File: src/rtl/vga_frame_reader.sv
// vga_frame_reader: 640x480@60 VGA timing generator and frame-buffer reader.
// Drives pixel addresses to the frame buffer, takes the grayscale value back
// after the buffer read latency and produces latency-aligned RGB, syncs and
// blank for the VGA DAC. A colour-bar pattern can replace the camera data.
module vga_frame_reader #(
  parameter int H_ACTIVE = 640,
  parameter int H_FP     = 16,
  parameter int H_SYNC   = 96,
  parameter int H_BP     = 48,
  parameter int V_ACTIVE = 480,
  parameter int V_FP     = 10,
  parameter int V_SYNC   = 2,
  parameter int V_BP     = 33,
  parameter int RD_LAT   = 2
) (
  input  logic       rd_clk,
  input  logic       reset,
  input  logic       test_pattern,
  input  logic [7:0] value,
  output logic [9:0] x_addr,
  output logic [9:0] y_addr,
  output logic [7:0] vga_r,
  output logic [7:0] vga_g,
  output logic [7:0] vga_b,
  output logic       vga_hs,
  output logic       vga_vs,
  output logic       vga_blank_n,
  output logic       vga_sync_n,
  output logic       frame_start
);

  // Counter-width copies of the timing constants, so every compare is 10 bits.
  localparam logic [9:0] H_ACT    = 10'(H_ACTIVE);
  localparam logic [9:0] H_LAST   = 10'(H_ACTIVE + H_FP + H_SYNC + H_BP - 1);
  localparam logic [9:0] HS_START = 10'(H_ACTIVE + H_FP);
  localparam logic [9:0] HS_END   = 10'(H_ACTIVE + H_FP + H_SYNC);
  localparam logic [9:0] V_ACT    = 10'(V_ACTIVE);
  localparam logic [9:0] V_LAST   = 10'(V_ACTIVE + V_FP + V_SYNC + V_BP - 1);
  localparam logic [9:0] VS_START = 10'(V_ACTIVE + V_FP);
  localparam logic [9:0] VS_END   = 10'(V_ACTIVE + V_FP + V_SYNC);
  // Eight equal-width colour bars across the visible line.
  localparam logic [9:0] BAR_W    = 10'(H_ACTIVE / 8);

  logic [9:0] h_cnt;
  logic [9:0] v_cnt;
  logic       h_vis;
  logic       v_vis;
  logic       act;
  logic       hs_raw;
  logic       vs_raw;

  // Alignment pipeline: stage RD_LAT-1 lines up with the returned value.
  logic [RD_LAT-1:0] act_d;
  logic [RD_LAT-1:0] hs_d;
  logic [RD_LAT-1:0] vs_d;
  logic [9:0]        hx_d [RD_LAT];

  logic       act_dly;
  logic [9:0] hx_dly;
  logic [2:0] bar_idx;
  logic [7:0] pix_r;
  logic [7:0] pix_g;
  logic [7:0] pix_b;

  // Horizontal and vertical position counters; the line wrap advances the row.
  always_ff @(posedge rd_clk or posedge reset) begin
    // NOTE: state registers use non-blocking assignments so every flop samples
    // pre-edge values; blocking here would create order-dependent behaviour.
    if (reset) begin
      h_cnt <= '0;
      v_cnt <= '0;
    end else if (h_cnt == H_LAST) begin
      h_cnt <= '0;
      v_cnt <= (v_cnt == V_LAST) ? '0 : v_cnt + 10'd1;
    end else begin
      h_cnt <= h_cnt + 10'd1;
    end
  end

  // Undelayed decodes of the counters: visibility, raw syncs and addresses.
  assign h_vis  = (h_cnt < H_ACT);
  assign v_vis  = (v_cnt < V_ACT);
  assign act    = h_vis && v_vis;
  assign hs_raw = (h_cnt >= HS_START) && (h_cnt < HS_END);
  assign vs_raw = (v_cnt >= VS_START) && (v_cnt < VS_END);
  assign x_addr = h_vis ? h_cnt : '0;
  assign y_addr = v_vis ? v_cnt : '0;

  // Delay the timing signals by the buffer read latency.
  always_ff @(posedge rd_clk or posedge reset) begin
    // NOTE: this delay line is built from ordinary flops rather than a RAM, so
    // it can be cleared; that keeps blank and syncs inactive until real pixel
    // data reaches the output stage.
    if (reset) begin
      act_d <= '0;
      hs_d  <= '0;
      vs_d  <= '0;
      for (int i = 0; i < RD_LAT; i++) hx_d[i] <= '0;
    end else begin
      act_d[0] <= act;
      hs_d[0]  <= hs_raw;
      vs_d[0]  <= vs_raw;
      hx_d[0]  <= h_cnt;
      for (int i = 1; i < RD_LAT; i++) begin
        act_d[i] <= act_d[i-1];
        hs_d[i]  <= hs_d[i-1];
        vs_d[i]  <= vs_d[i-1];
        hx_d[i]  <= hx_d[i-1];
      end
    end
  end

  assign act_dly = act_d[RD_LAT-1];
  assign hx_dly  = hx_d[RD_LAT-1];
  assign bar_idx = 3'(hx_dly / BAR_W);

  // Pixel colour selection: blank, camera grayscale, or colour bars.
  always_comb begin
    // NOTE: defaults first so every path assigns every output; otherwise the
    // tool infers latches for the branches that leave a channel untouched.
    pix_r = '0;
    pix_g = '0;
    pix_b = '0;
    if (act_dly) begin
      if (test_pattern) begin
        pix_r = {8{bar_idx[2]}};
        pix_g = {8{bar_idx[1]}};
        pix_b = {8{bar_idx[0]}};
      end else begin
        pix_r = value;
        pix_g = value;
        pix_b = value;
      end
    end
  end

  // Output register stage toward the DAC; syncs are active-low.
  always_ff @(posedge rd_clk or posedge reset) begin
    if (reset) begin
      vga_r       <= '0;
      vga_g       <= '0;
      vga_b       <= '0;
      vga_hs      <= 1'b1;
      vga_vs      <= 1'b1;
      vga_blank_n <= 1'b0;
      frame_start <= 1'b0;
    end else begin
      vga_r       <= pix_r;
      vga_g       <= pix_g;
      vga_b       <= pix_b;
      vga_hs      <= ~hs_d[RD_LAT-1];
      vga_vs      <= ~vs_d[RD_LAT-1];
      vga_blank_n <= act_dly;
      frame_start <= (h_cnt == '0) && (v_cnt == '0);
    end
  end

  // No sync-on-green.
  assign vga_sync_n = 1'b0;

endmodule

File: config.mk
export PLATFORM = sky130hd
export DESIGN_NAME = vga_frame_reader
export DESIGN_NICKNAME = d
export VERILOG_FILES = /design/src/rtl/vga_frame_reader.sv
export SDC_FILE = /design/constraint.sdc
export NUM_CORES = 1
export LEC_CHECK = 0
export CELL_PAD_IN_SITES_DETAIL_PLACEMENT = 2
export CELL_PAD_IN_SITES_GLOBAL_PLACEMENT = 2
export CORE_UTILIZATION = 40
export CTS_CLUSTER_SIZE = 8
export DETAILED_ROUTE_END_ITERATION = 7
export DONT_BUFFER_PORTS = 1
export PLACE_DENSITY = 0.76
export SLEW_MARGIN = 0
export SYNTH_ARGS = -nofsm -noshare
export SYNTH_HDL_FRONTEND = slang
export SYNTH_SLANG_ARGS = --single-unit
File: constraint.sdc
create_clock -name rd_clk -period 3.4 [get_ports rd_clk]
set_clock_uncertainty 0.1 [all_clocks]
set_input_delay 0.34 -clock rd_clk [delete_from_list [all_inputs] [get_ports rd_clk]]
set_output_delay 0.34 -clock rd_clk [all_outputs]
set_load 0.005 [all_outputs]
==> results of run 1 <==
layout make-up:
| class | count | share of cell area, % |
|---|---|---|
| clock buffer | 13 | 4.871 |
| clock inverter | 3 | 1.310 |
| inverter | 10 | 1.228 |
| multi-input combinational | 167 | 33.97 |
| sequential | 66 | 54.11 |
| tap | 96 | 3.930 |
| timing repair buffer | 2 | 0.5731 |
layer usage:
metal	vias up	part of all wire (%)	GRT usage [%]
met3	10	3.5	4.000
met2	52	54	36.65
li1	874	-	-
met4	0	1.7	9.545
met5	-	0	0
met1	997	41	23.42
per-stage QoR:
step	utilization (%)	power (mW)
after floorplan	-	0.8562
after global placement	41.83	0.8645
after detailed placement	41.83	0.8673
after CTS	44.74	1.517
after global routing	44.74	1.560
final	44.74	1.500
worst max-delay path, cell delays in order, from the launching register on:
cell and delay, ps:
sky130_fd_sc_hd__dfrtp_1 510, sky130_fd_sc_hd__o21ai_0 710, sky130_fd_sc_hd__and2_1 260
how the worst min path moves through the flow:
stage                to  cells after the start
2_1_floorplan  act_d[1]                      0
3_3_place_gp   vga_r[5]                      1
3_5_place_dp   vga_b[5]                      1
4_1_cts        vga_r[7]                      2
5_1_grt        vga_r[7]                      2
6_report       vga_r[7]                      2
cell families (layout without fill, tap and decap cells):
kind of cell | after synthesis | count (layout) | synth area share, %
DFF | 66 | 66 | 58.37
xor gates and xnor gates | 10 | 10 | 3.090
muxes | 3 | 3 | 1.104
AOI/OAI and AO/OA | 44 | 44 | 9.404
and+or+nand+nor | 103 | 103 | 20.66
other | 1 | 2 | 0.1323
buffers and inverters | 27 | 28 | 5.121
adders and majority gates | 5 | 5 | 2.119
state kept, by name (all words and copies together) (netlist names):
register	flops
h_cnt	10
vs_d	2
frame_start	1
vga_blank_n	1
act_d	2
vga_hs	1
hx_d	6
vga_vs	1
hs_d	2
hx_dly	6
v_cnt	10
vga_b	8
vga_r	8
vga_g	8
cell usage in the layout (no fill, tap or decap), types with 3 or more instances in the layout:
| cell type | count |
|---|---|
| sky130_fd_sc_hd__nand2b_1 | 3 |
| sky130_fd_sc_hd__nand4_1 | 4 |
| sky130_fd_sc_hd__ha_1 | 4 |
| sky130_fd_sc_hd__xnor2_1 | 6 |
| sky130_fd_sc_hd__nor4_1 | 4 |
| sky130_fd_sc_hd__nor2_1 | 26 |
| sky130_fd_sc_hd__dfrtp_1 | 64 |
| sky130_fd_sc_hd__and2_1 | 14 |
| sky130_fd_sc_hd__o21ai_1 | 3 |
| sky130_fd_sc_hd__nor2b_1 | 4 |
| sky130_fd_sc_hd__xor2_1 | 4 |
| sky130_fd_sc_hd__o31ai_1 | 3 |
| sky130_fd_sc_hd__or3_1 | 3 |
| sky130_fd_sc_hd__nand2_1 | 10 |
| sky130_fd_sc_hd__a21oi_1 | 13 |
| sky130_fd_sc_hd__and3_1 | 4 |
| sky130_fd_sc_hd__inv_1 | 9 |
| sky130_fd_sc_hd__and4_1 | 3 |
| sky130_fd_sc_hd__nor3b_1 | 4 |
| sky130_fd_sc_hd__clkbuf_8 | 10 |
| sky130_fd_sc_hd__clkbuf_1 | 3 |
| sky130_fd_sc_hd__nand3_1 | 10 |
| sky130_fd_sc_hd__a31oi_1 | 3 |
| sky130_fd_sc_hd__nor3_1 | 7 |
| sky130_fd_sc_hd__o21ai_0 | 16 |
repair_timing:
| action | 4_1_cts | 5_1_grt |
|---|---|---|
| endpoints found under the setup margin | 0 | 0 |
| hold buffers | 1 | 0 |
| endpoints found under the hold margin | 23 | 0 |
power by group through the flow:
stage / Sequential [mW] / Clock, mW / Combinational (mW)
6_report: 0.812 / 0.649 / 0.0386
2_1_floorplan: 0.825 / 0 / 0.0310
3_5_place_dp: 0.828 / 0 / 0.0397
3_3_place_gp: 0.827 / 0 / 0.0378
4_1_cts: 0.813 / 0.664 / 0.0410
5_1_grt: 0.815 / 0.699 / 0.0462
==> flow_summary.html, run 1 <==
<table>
<tr><th>Metric</th><th>Value</th></tr>
<tr><th colspan="2">Status</th></tr>
<tr><td>Result of the run</td><td>completed</td></tr>
<tr><th colspan="2">Synthesis</th></tr>
<tr><td>Most instantiated cells after synthesis</td><td>64 x sky130_fd_sc_hd__dfrtp_1, 26 x sky130_fd_sc_hd__nor2_1, 16 x sky130_fd_sc_hd__o21ai_0</td></tr>
<tr><td>Largest cells by area after synthesis</td><td>sky130_fd_sc_hd__dfrtp_1 57%, sky130_fd_sc_hd__nor2_1 3.4%, sky130_fd_sc_hd__and2_1 3.1%</td></tr>
<tr><td>Yosys warning total</td><td>0</td></tr>
<tr><td>Dominant register cell in the synthesized netlist</td><td>sky130_fd_sc_hd__dfrtp_1</td></tr>
<tr><td>Avg Inst Size Synth</td><td>10.94 um2</td></tr>
<tr><td>Unique masters post-synth</td><td>45</td></tr>
<tr><td>Fraction of post-synthesis cell area in the top cell type by area</td><td>56.51%</td></tr>
<tr><td>Mapped Cells</td><td>259</td></tr>
<tr><td>Post-synthesis cell type with the largest combined area</td><td>sky130_fd_sc_hd__dfrtp_1</td></tr>
<tr><td>Count of flip-flops with a built-in enable after synthesis</td><td>0</td></tr>
<tr><td>Number of register bits inferred by synthesis</td><td>66</td></tr>
<tr><td>Share of synthesized registers carrying an async set or reset</td><td>100.0%</td></tr>
<tr><td>Most numerous cell in the Yosys netlist</td><td>sky130_fd_sc_hd__dfrtp_1</td></tr>
<tr><td>Sequential area share after synthesis</td><td>58.37%</td></tr>
<tr><td>Area of the mapped netlist</td><td>2834 um2</td></tr>
<tr><th colspan="2">Floorplanning</th></tr>
<tr><td>Die Ht</td><td>86.17 um</td></tr>
<tr><td>Width of the chip</td><td>86.17 um</td></tr>
<tr><td>Area of the die</td><td>7425 um2</td></tr>
<tr><td>Site row count</td><td>30</td></tr>
<tr><td>Core area</td><td>6832 um2</td></tr>
<tr><td>Starting density of the core</td><td>41.48%</td></tr>
<tr><td>I/O pins</td><td>60</td></tr>
<tr><th colspan="2">Place</th></tr>
<tr><td>Worst setup timing slack at the placement stage</td><td>1232 ps</td></tr>
<tr><td>Detailed placer's ending HPWL</td><td>4.577 mm</td></tr>
<tr><td>Cell count after placement</td><td>340</td></tr>
<tr><td>Placed inst area</td><td>2858 um2</td></tr>
<tr><td>GP Congestion</td><td>0.7877</td></tr>
<tr><td>Count of buffers from port buffering</td><td>0</td></tr>
<tr><th colspan="2">Layout</th></tr>
<tr><td>Area of the multi-input gates</td><td>1039 um2</td></tr>
<tr><td>Flip-flop and latch area</td><td>1654 um2</td></tr>
<tr><td>Share of final-layout standard cells stronger than drive strength 1</td><td>9.962%</td></tr>
<tr><td>Synthesis-to-layout area growth</td><td>7.859%</td></tr>
<tr><td>Final #Nets</td><td>271</td></tr>
<tr><td>Fillcell total</td><td>734</td></tr>
<tr><td>Post-layout instance area</td><td>3057 um2</td></tr>
<tr><td>Filler-free cell count of the finished design</td><td>357</td></tr>
<tr><td>Diode insertion count for antenna repair</td><td>0</td></tr>
<tr><th colspan="2">Route</th></tr>
<tr><td>DRC viols</td><td>0</td></tr>
<tr><td>Routed wire length</td><td>6.771 mm</td></tr>
<tr><td>Detailed-route vias per instance</td><td>5.415</td></tr>
<tr><td>Detailed-router iteration count before antenna repair</td><td>4</td></tr>
<tr><td>Number of DRC markers in iteration 0</td><td>63</td></tr>
<tr><td>Average routed wire per standard cell</td><td>18.97 um</td></tr>
<tr><td>Routed Antenna Nets</td><td>0</td></tr>
<tr><td>Total vias in the final route</td><td>1933</td></tr>
<tr><th colspan="2">Power and ir drop</th></tr>
<tr><td>Internal power</td><td>1.170 mW</td></tr>
<tr><td>Clock share of power</td><td>43.3%</td></tr>
<tr><td>Switching power</td><td>330.6 uW</td></tr>
<tr><td>Power density of the placed cells</td><td>490.8 nW/um2</td></tr>
<tr><td>Fraction of power consumed by combinational cells</td><td>2.6%</td></tr>
<tr><td>Share of total power in sequential cells</td><td>54.1%</td></tr>
<tr><td>Switching Fraction</td><td>22.03%</td></tr>
<tr><td>Leakage power of the design</td><td>1.303 nW</td></tr>
<tr><td>Worst supply voltage drop on vdd</td><td>0.0002281 V</td></tr>
<tr><th colspan="2">Min path</th></tr>
<tr><td>Class of the most critical hold timing path</td><td>input port to flop</td></tr>
<tr><td>Launch instance of the worst min-delay path</td><td>value[7]</td></tr>
<tr><th colspan="2">Global route</th></tr>
<tr><td>Overall global routing resource usage</td><td>20.42%</td></tr>
<tr><td>Antenna violations before repair</td><td>0</td></tr>
<tr><td>Wire length of the first global-routing pass</td><td>11.27 mm</td></tr>
<tr><td>Pin count of the biggest net entering global routing</td><td>43</td></tr>
<tr><td>Gr ovfl total</td><td>0</td></tr>
<tr><td>Vias in the first global route</td><td>2152</td></tr>
<tr><th colspan="2">STA</th></tr>
<tr><td>Hold Violations, Final</td><td>0</td></tr>
<tr><td>Final setup slack of the worst path</td><td>1130 ps</td></tr>
<tr><td>Part of the cycle the worst path needs</td><td>66.78%</td></tr>
<tr><td>Final setup fails</td><td>0</td></tr>
<tr><td>RSZ-0062 raised after global routing</td><td>no</td></tr>
<tr><td>Final critical path time including I/O delays and setup</td><td>2270 ps</td></tr>
<tr><td>Worst hold-check slack</td><td>148.3 ps</td></tr>
<tr><td>Slew at the pin with the worst max-slew slack</td><td>812.2 ps</td></tr>
<tr><td>FMAX</td><td>0.4405 GHz</td></tr>
<tr><td>Relative slew slack</td><td>45.28%</td></tr>
<tr><td>Setup total negative slack</td><td>0 ps</td></tr>
<tr><td>Max-slew violation count</td><td>0</td></tr>
<tr><th colspan="2">Clock tree</th></tr>
<tr><td>Setup repair bufs after CTS</td><td>0</td></tr>
<tr><td>Maximum count of clock buffers along a single path</td><td>2</td></tr>
<tr><td>Cell at the root of the clock tree</td><td>sky130_fd_sc_hd__clkbuf_8</td></tr>
<tr><td>Clock latency on the worst-skew pair</td><td>350 ps</td></tr>
<tr><td>Number of buffers created by CTS</td><td>9</td></tr>
<tr><td>Maximum level of the CTS H-tree</td><td>3</td></tr>
<tr><td>CTS clock-pin slew for the worst setup and hold paths</td><td>80 ps</td></tr>
<tr><td>Number of clock sinks seen by CTS</td><td>66</td></tr>
<tr><td>Number of gates resized after cts</td><td>0</td></tr>
<tr><td>TritonCTS clock tree</td><td>done</td></tr>
<tr><th colspan="2">Worst setup path</th></tr>
<tr><td>Worst Setup Path Type</td><td>flop to output port</td></tr>
<tr><td>Endpoint of the most critical setup path</td><td>x_addr[4]</td></tr>
<tr><td>Worst path arrival time</td><td>1830 ps</td></tr>
<tr><td>RR Startpoint</td><td>h_cnt[0]</td></tr>
<tr><td>Critical-path maximum fanout</td><td>10</td></tr>
<tr><td>Worst endpoint required time</td><td>2960 ps</td></tr>
<tr><td>Critical Path End Type</td><td>output port</td></tr>
<tr><td>Sort of element at the start of the critical path</td><td>flop</td></tr>
<tr><td>Terminus of the critical flop-to-flop path</td><td>v_cnt[7]</td></tr>
<tr><td>Flop2flop setup slack</td><td>1180 ps</td></tr>
<tr><td>Source of the critical timing path</td><td>h_cnt[7]</td></tr>
<tr><td>Reg2reg path depth</td><td>5</td></tr>
<tr><th colspan="2">Job</th></tr>
<tr><td>Count of max-cap constraint violations</td><td>0</td></tr>
</table>
Power figures use the tool's default switching activity.
==> run 2, diff against run 1 <==
--- a/config.mk
+++ b/config.mk
@@ -7,11 +7,11 @@
 export LEC_CHECK = 0
 export CELL_PAD_IN_SITES_DETAIL_PLACEMENT = 2
 export CELL_PAD_IN_SITES_GLOBAL_PLACEMENT = 2
-export CORE_UTILIZATION = 40
+export CORE_UTILIZATION = 35
 export CTS_CLUSTER_SIZE = 8
 export DETAILED_ROUTE_END_ITERATION = 7
 export DONT_BUFFER_PORTS = 1
-export PLACE_DENSITY = 0.76
+export PLACE_DENSITY = 0.71
 export SLEW_MARGIN = 0
 export SYNTH_ARGS = -nofsm -noshare
 export SYNTH_HDL_FRONTEND = slang
==> constraint.sdc (replaced) <==
create_clock -name rd_clk -period 1.9 [get_ports rd_clk]
set_clock_uncertainty 0.1 [all_clocks]
set_input_delay 0.19 -clock rd_clk [delete_from_list [all_inputs] [get_ports rd_clk]]
set_output_delay 0.19 -clock rd_clk [all_outputs]
set_load 0.005 [all_outputs]
==> flow_summary.html, run 2 (synthesis gave the netlist of run 1 again) <==
<table>
<tr><th>Metric</th><th>Value</th></tr>
<tr><th colspan="2">Worst setup path</th></tr>
<tr><td>Biggest cell delay along the critical path</td><td>390 ps</td></tr>
<tr><td>RR Startpoint</td><td>h_cnt[1]</td></tr>
<tr><td>Cell chain of the critical path</td><td>ha_1 &gt; and4_4 &gt; nand3_2 &gt; nor3_2 &gt; mux2_2</td></tr>
<tr><td>Worst endpoint required time</td><td>2030 ps</td></tr>
<tr><td>Reg2reg path depth</td><td>5</td></tr>
<tr><td>Flop2flop setup slack</td><td>90 ps</td></tr>
<tr><td>Crit path max-delay cell type</td><td>sky130_fd_sc_hd__dfrtp_1</td></tr>
<tr><td>Worst path arrival time</td><td>1940 ps</td></tr>
<tr><td>Terminus of the critical flop-to-flop path</td><td>v_cnt[8]</td></tr>
<tr><td>Worst Setup Path Type</td><td>flop to flop</td></tr>
<tr><td>Critical-path maximum fanout</td><td>4</td></tr>
<tr><td>Sort of element at the start of the critical path</td><td>flop</td></tr>
<tr><td>Critical Path End Type</td><td>flop</td></tr>
<tr><th colspan="2">Floorplanning</th></tr>
<tr><td>Die Ht</td><td>91.99 um</td></tr>
<tr><td>Site row count</td><td>32</td></tr>
<tr><td>Area of the die</td><td>8461 um2</td></tr>
<tr><td>I/O pins</td><td>60</td></tr>
<tr><td>Core area</td><td>7767 um2</td></tr>
<tr><td>Starting density of the core</td><td>36.49%</td></tr>
<tr><td>Width of the chip</td><td>91.99 um</td></tr>
<tr><th colspan="2">STA</th></tr>
<tr><td>RSZ-0062 raised after global routing</td><td>no</td></tr>
<tr><td>Final critical path time including I/O delays and setup</td><td>1809 ps</td></tr>
<tr><td>FMAX</td><td>0.5528 GHz</td></tr>
<tr><td>Final setup slack of the worst path</td><td>91.00 ps</td></tr>
<tr><td>Worst hold-check slack</td><td>7.620 ps</td></tr>
<tr><td>Final setup fails</td><td>0</td></tr>
<tr><td>Hold Violations, Final</td><td>0</td></tr>
<tr><td>Max-slew violation count</td><td>0</td></tr>
<tr><td>Setup total negative slack</td><td>0 ps</td></tr>
<tr><td>Part of the cycle the worst path needs</td><td>95.21%</td></tr>
<tr><th colspan="2">Global route</th></tr>
<tr><td>Antenna violations before repair</td><td>0</td></tr>
<tr><td>Pin count of the biggest net entering global routing</td><td>67</td></tr>
<tr><td>Wire length of the first global-routing pass</td><td>11.60 mm</td></tr>
<tr><td>Vias in the first global route</td><td>2182</td></tr>
<tr><td>Gr ovfl total</td><td>0</td></tr>
<tr><td>Overall global routing resource usage</td><td>18.03%</td></tr>
<tr><th colspan="2">Place</th></tr>
<tr><td>Detailed placer's ending HPWL</td><td>4.692 mm</td></tr>
<tr><td>Worst setup timing slack at the placement stage</td><td>37.88 ps</td></tr>
<tr><td>GP Congestion</td><td>0.8783</td></tr>
<tr><td>Count of buffers from port buffering</td><td>0</td></tr>
<tr><th colspan="2">Clock tree</th></tr>
<tr><td>Clock latency on the worst-skew pair</td><td>350 ps</td></tr>
<tr><td>Maximum count of clock buffers along a single path</td><td>2</td></tr>
<tr><td>TritonCTS clock tree</td><td>done</td></tr>
<tr><td>Cell at the root of the clock tree</td><td>sky130_fd_sc_hd__clkbuf_8</td></tr>
<tr><td>Number of buffers created by CTS</td><td>9</td></tr>
<tr><td>Number of clock sinks seen by CTS</td><td>66</td></tr>
<tr><td>Maximum level of the CTS H-tree</td><td>3</td></tr>
<tr><td>CTS clock-pin slew for the worst setup and hold paths</td><td>80 ps</td></tr>
<tr><th colspan="2">Route</th></tr>
<tr><td>Routed wire length</td><td>6.900 mm</td></tr>
<tr><td>Detailed-router iteration count before antenna repair</td><td>4</td></tr>
<tr><td>Average routed wire per standard cell</td><td>17.92 um</td></tr>
<tr><td>DRC viols</td><td>0</td></tr>
<tr><td>Number of DRC markers in iteration 0</td><td>24</td></tr>
<tr><td>Total vias in the final route</td><td>1994</td></tr>
<tr><td>Detailed-route vias per instance</td><td>5.179</td></tr>
<tr><td>Routed Antenna Nets</td><td>0</td></tr>
<tr><th colspan="2">Layout</th></tr>
<tr><td>Diode insertion count for antenna repair</td><td>0</td></tr>
<tr><td>Fillcell total</td><td>846</td></tr>
<tr><td>Post-route core utilization</td><td>42.35%</td></tr>
<tr><td>Most common cell after layout, fill and taps aside</td><td>sky130_fd_sc_hd__dfrtp_1</td></tr>
<tr><td>Synthesis-to-layout area growth</td><td>16.07%</td></tr>
<tr><td>Most used cells in the layout excluding fill and tap cells</td><td>63 x sky130_fd_sc_hd__dfrtp_1, 25 x sky130_fd_sc_hd__nor2_1, 19 x sky130_fd_sc_hd__buf_4, 15 x sky130_fd_sc_hd__o21ai_0, 14 x sky130_fd_sc_hd__and2_1</td></tr>
<tr><td>Flip-flop and latch area</td><td>1655 um2</td></tr>
<tr><td>Final #Nets</td><td>293</td></tr>
<tr><td>Share of final-layout standard cells stronger than drive strength 1</td><td>18.73%</td></tr>
<tr><td>Registers with the most flip-flops</td><td>h_cnt: 10 flops, v_cnt: 10 flops</td></tr>
<tr><td>Area of the multi-input gates</td><td>1061 um2</td></tr>
<tr><th colspan="2">Power and ir drop</th></tr>
<tr><td>Leakage power of the design</td><td>1.403 nW</td></tr>
<tr><td>Power density of the placed cells</td><td>832.1 nW/um2</td></tr>
<tr><td>Worst supply voltage drop on vdd</td><td>0.0003121 V</td></tr>
<tr><th colspan="2">Min path</th></tr>
<tr><td>Launch instance of the worst min-delay path</td><td>value[5]</td></tr>
<tr><td>Class of the most critical hold timing path</td><td>input port to flop</td></tr>
<tr><td>Worst Hold Depth</td><td>2</td></tr>
<tr><td>Hold path endpoint</td><td>vga_g[5]</td></tr>
<tr><th colspan="2">Status</th></tr>
<tr><td>Result of the run</td><td>completed</td></tr>
<tr><th colspan="2">Job</th></tr>
<tr><td>Count of max-cap constraint violations</td><td>0</td></tr>
</table>
-- run 2: cell count changes in the layout (fill, tap and decap cells not counted), sizes merged --
cell         delta
buf            +19
clkbuf          -4
clkinv          -1
clkinvlp        +5
dlygate4sd3     +3
-- run 2: timing repair --
action | CTS | global route
hold buffers | 4 | 0
endpoints found under the hold margin | 68 | 0
cloned | 0 | 0
setup endpoints to repair | 5 | 14
gates resized for setup | 1 | 9
setup buffers | 0 | 2
-- run 2: worst max-delay path by stage --
stage                   from   endpoint  depth (start not counted)
floorplan           h_cnt[0]   v_cnt[8]                          5
global placement    v_cnt[0]   v_cnt[8]                          5
detailed placement  h_cnt[1]   v_cnt[6]                          5
CTS                 h_cnt[1]   v_cnt[8]                          5
global route        v_cnt[6]  y_addr[6]                          3
finish              h_cnt[1]   v_cnt[8]                          5
-- run 2: routing by layer --
layer  GRT usage [%]  routed length [um]
met2           30.47                3513
met4           5.339                  86
met1           21.88                2984
met5               0                   0
met3           5.887                 316
-- run 2: where the power goes --
part	internal [mW]	total [mW]	switching, mW
clock network	0.611	1.21	0.594
logic	0.0248	0.0796	0.0547
registers	1.44	1.45	0.0164
-- run 2: layout make-up --
cell class / count / share of cell area [%]
well taps: 102 / 3.880
repair buffers: 24 / 6.162
clock buffers: 9 / 3.766
inverters: 10 / 1.255
flip-flops and latches: 66 / 50.32
multi-input cells: 167 / 32.26
clock inverters: 7 / 2.358
-- run 2: critical path, delay by kind of cell, from the launching register on --
| family | cells | cell delay [ps] |
|---|---|---|
| DFF | 1 | 390 |
| and+or+nand+nor | 3 | 650 |
| muxes | 1 | 350 |
| adders and majority gates | 1 | 220 |
-- run 2: through the flow --
step | total power [mW] | instance area, um2 | instances
2_1_floorplan | 1.533 | 2841 | 260
3_3_place_gp | 1.552 | 3009 | 363
3_5_place_dp | 1.556 | 3009 | 363
4_1_cts | 2.780 | 3253 | 383
5_1_grt | 2.853 | 3289 | 385
6_report | 2.737 | 3289 | 385
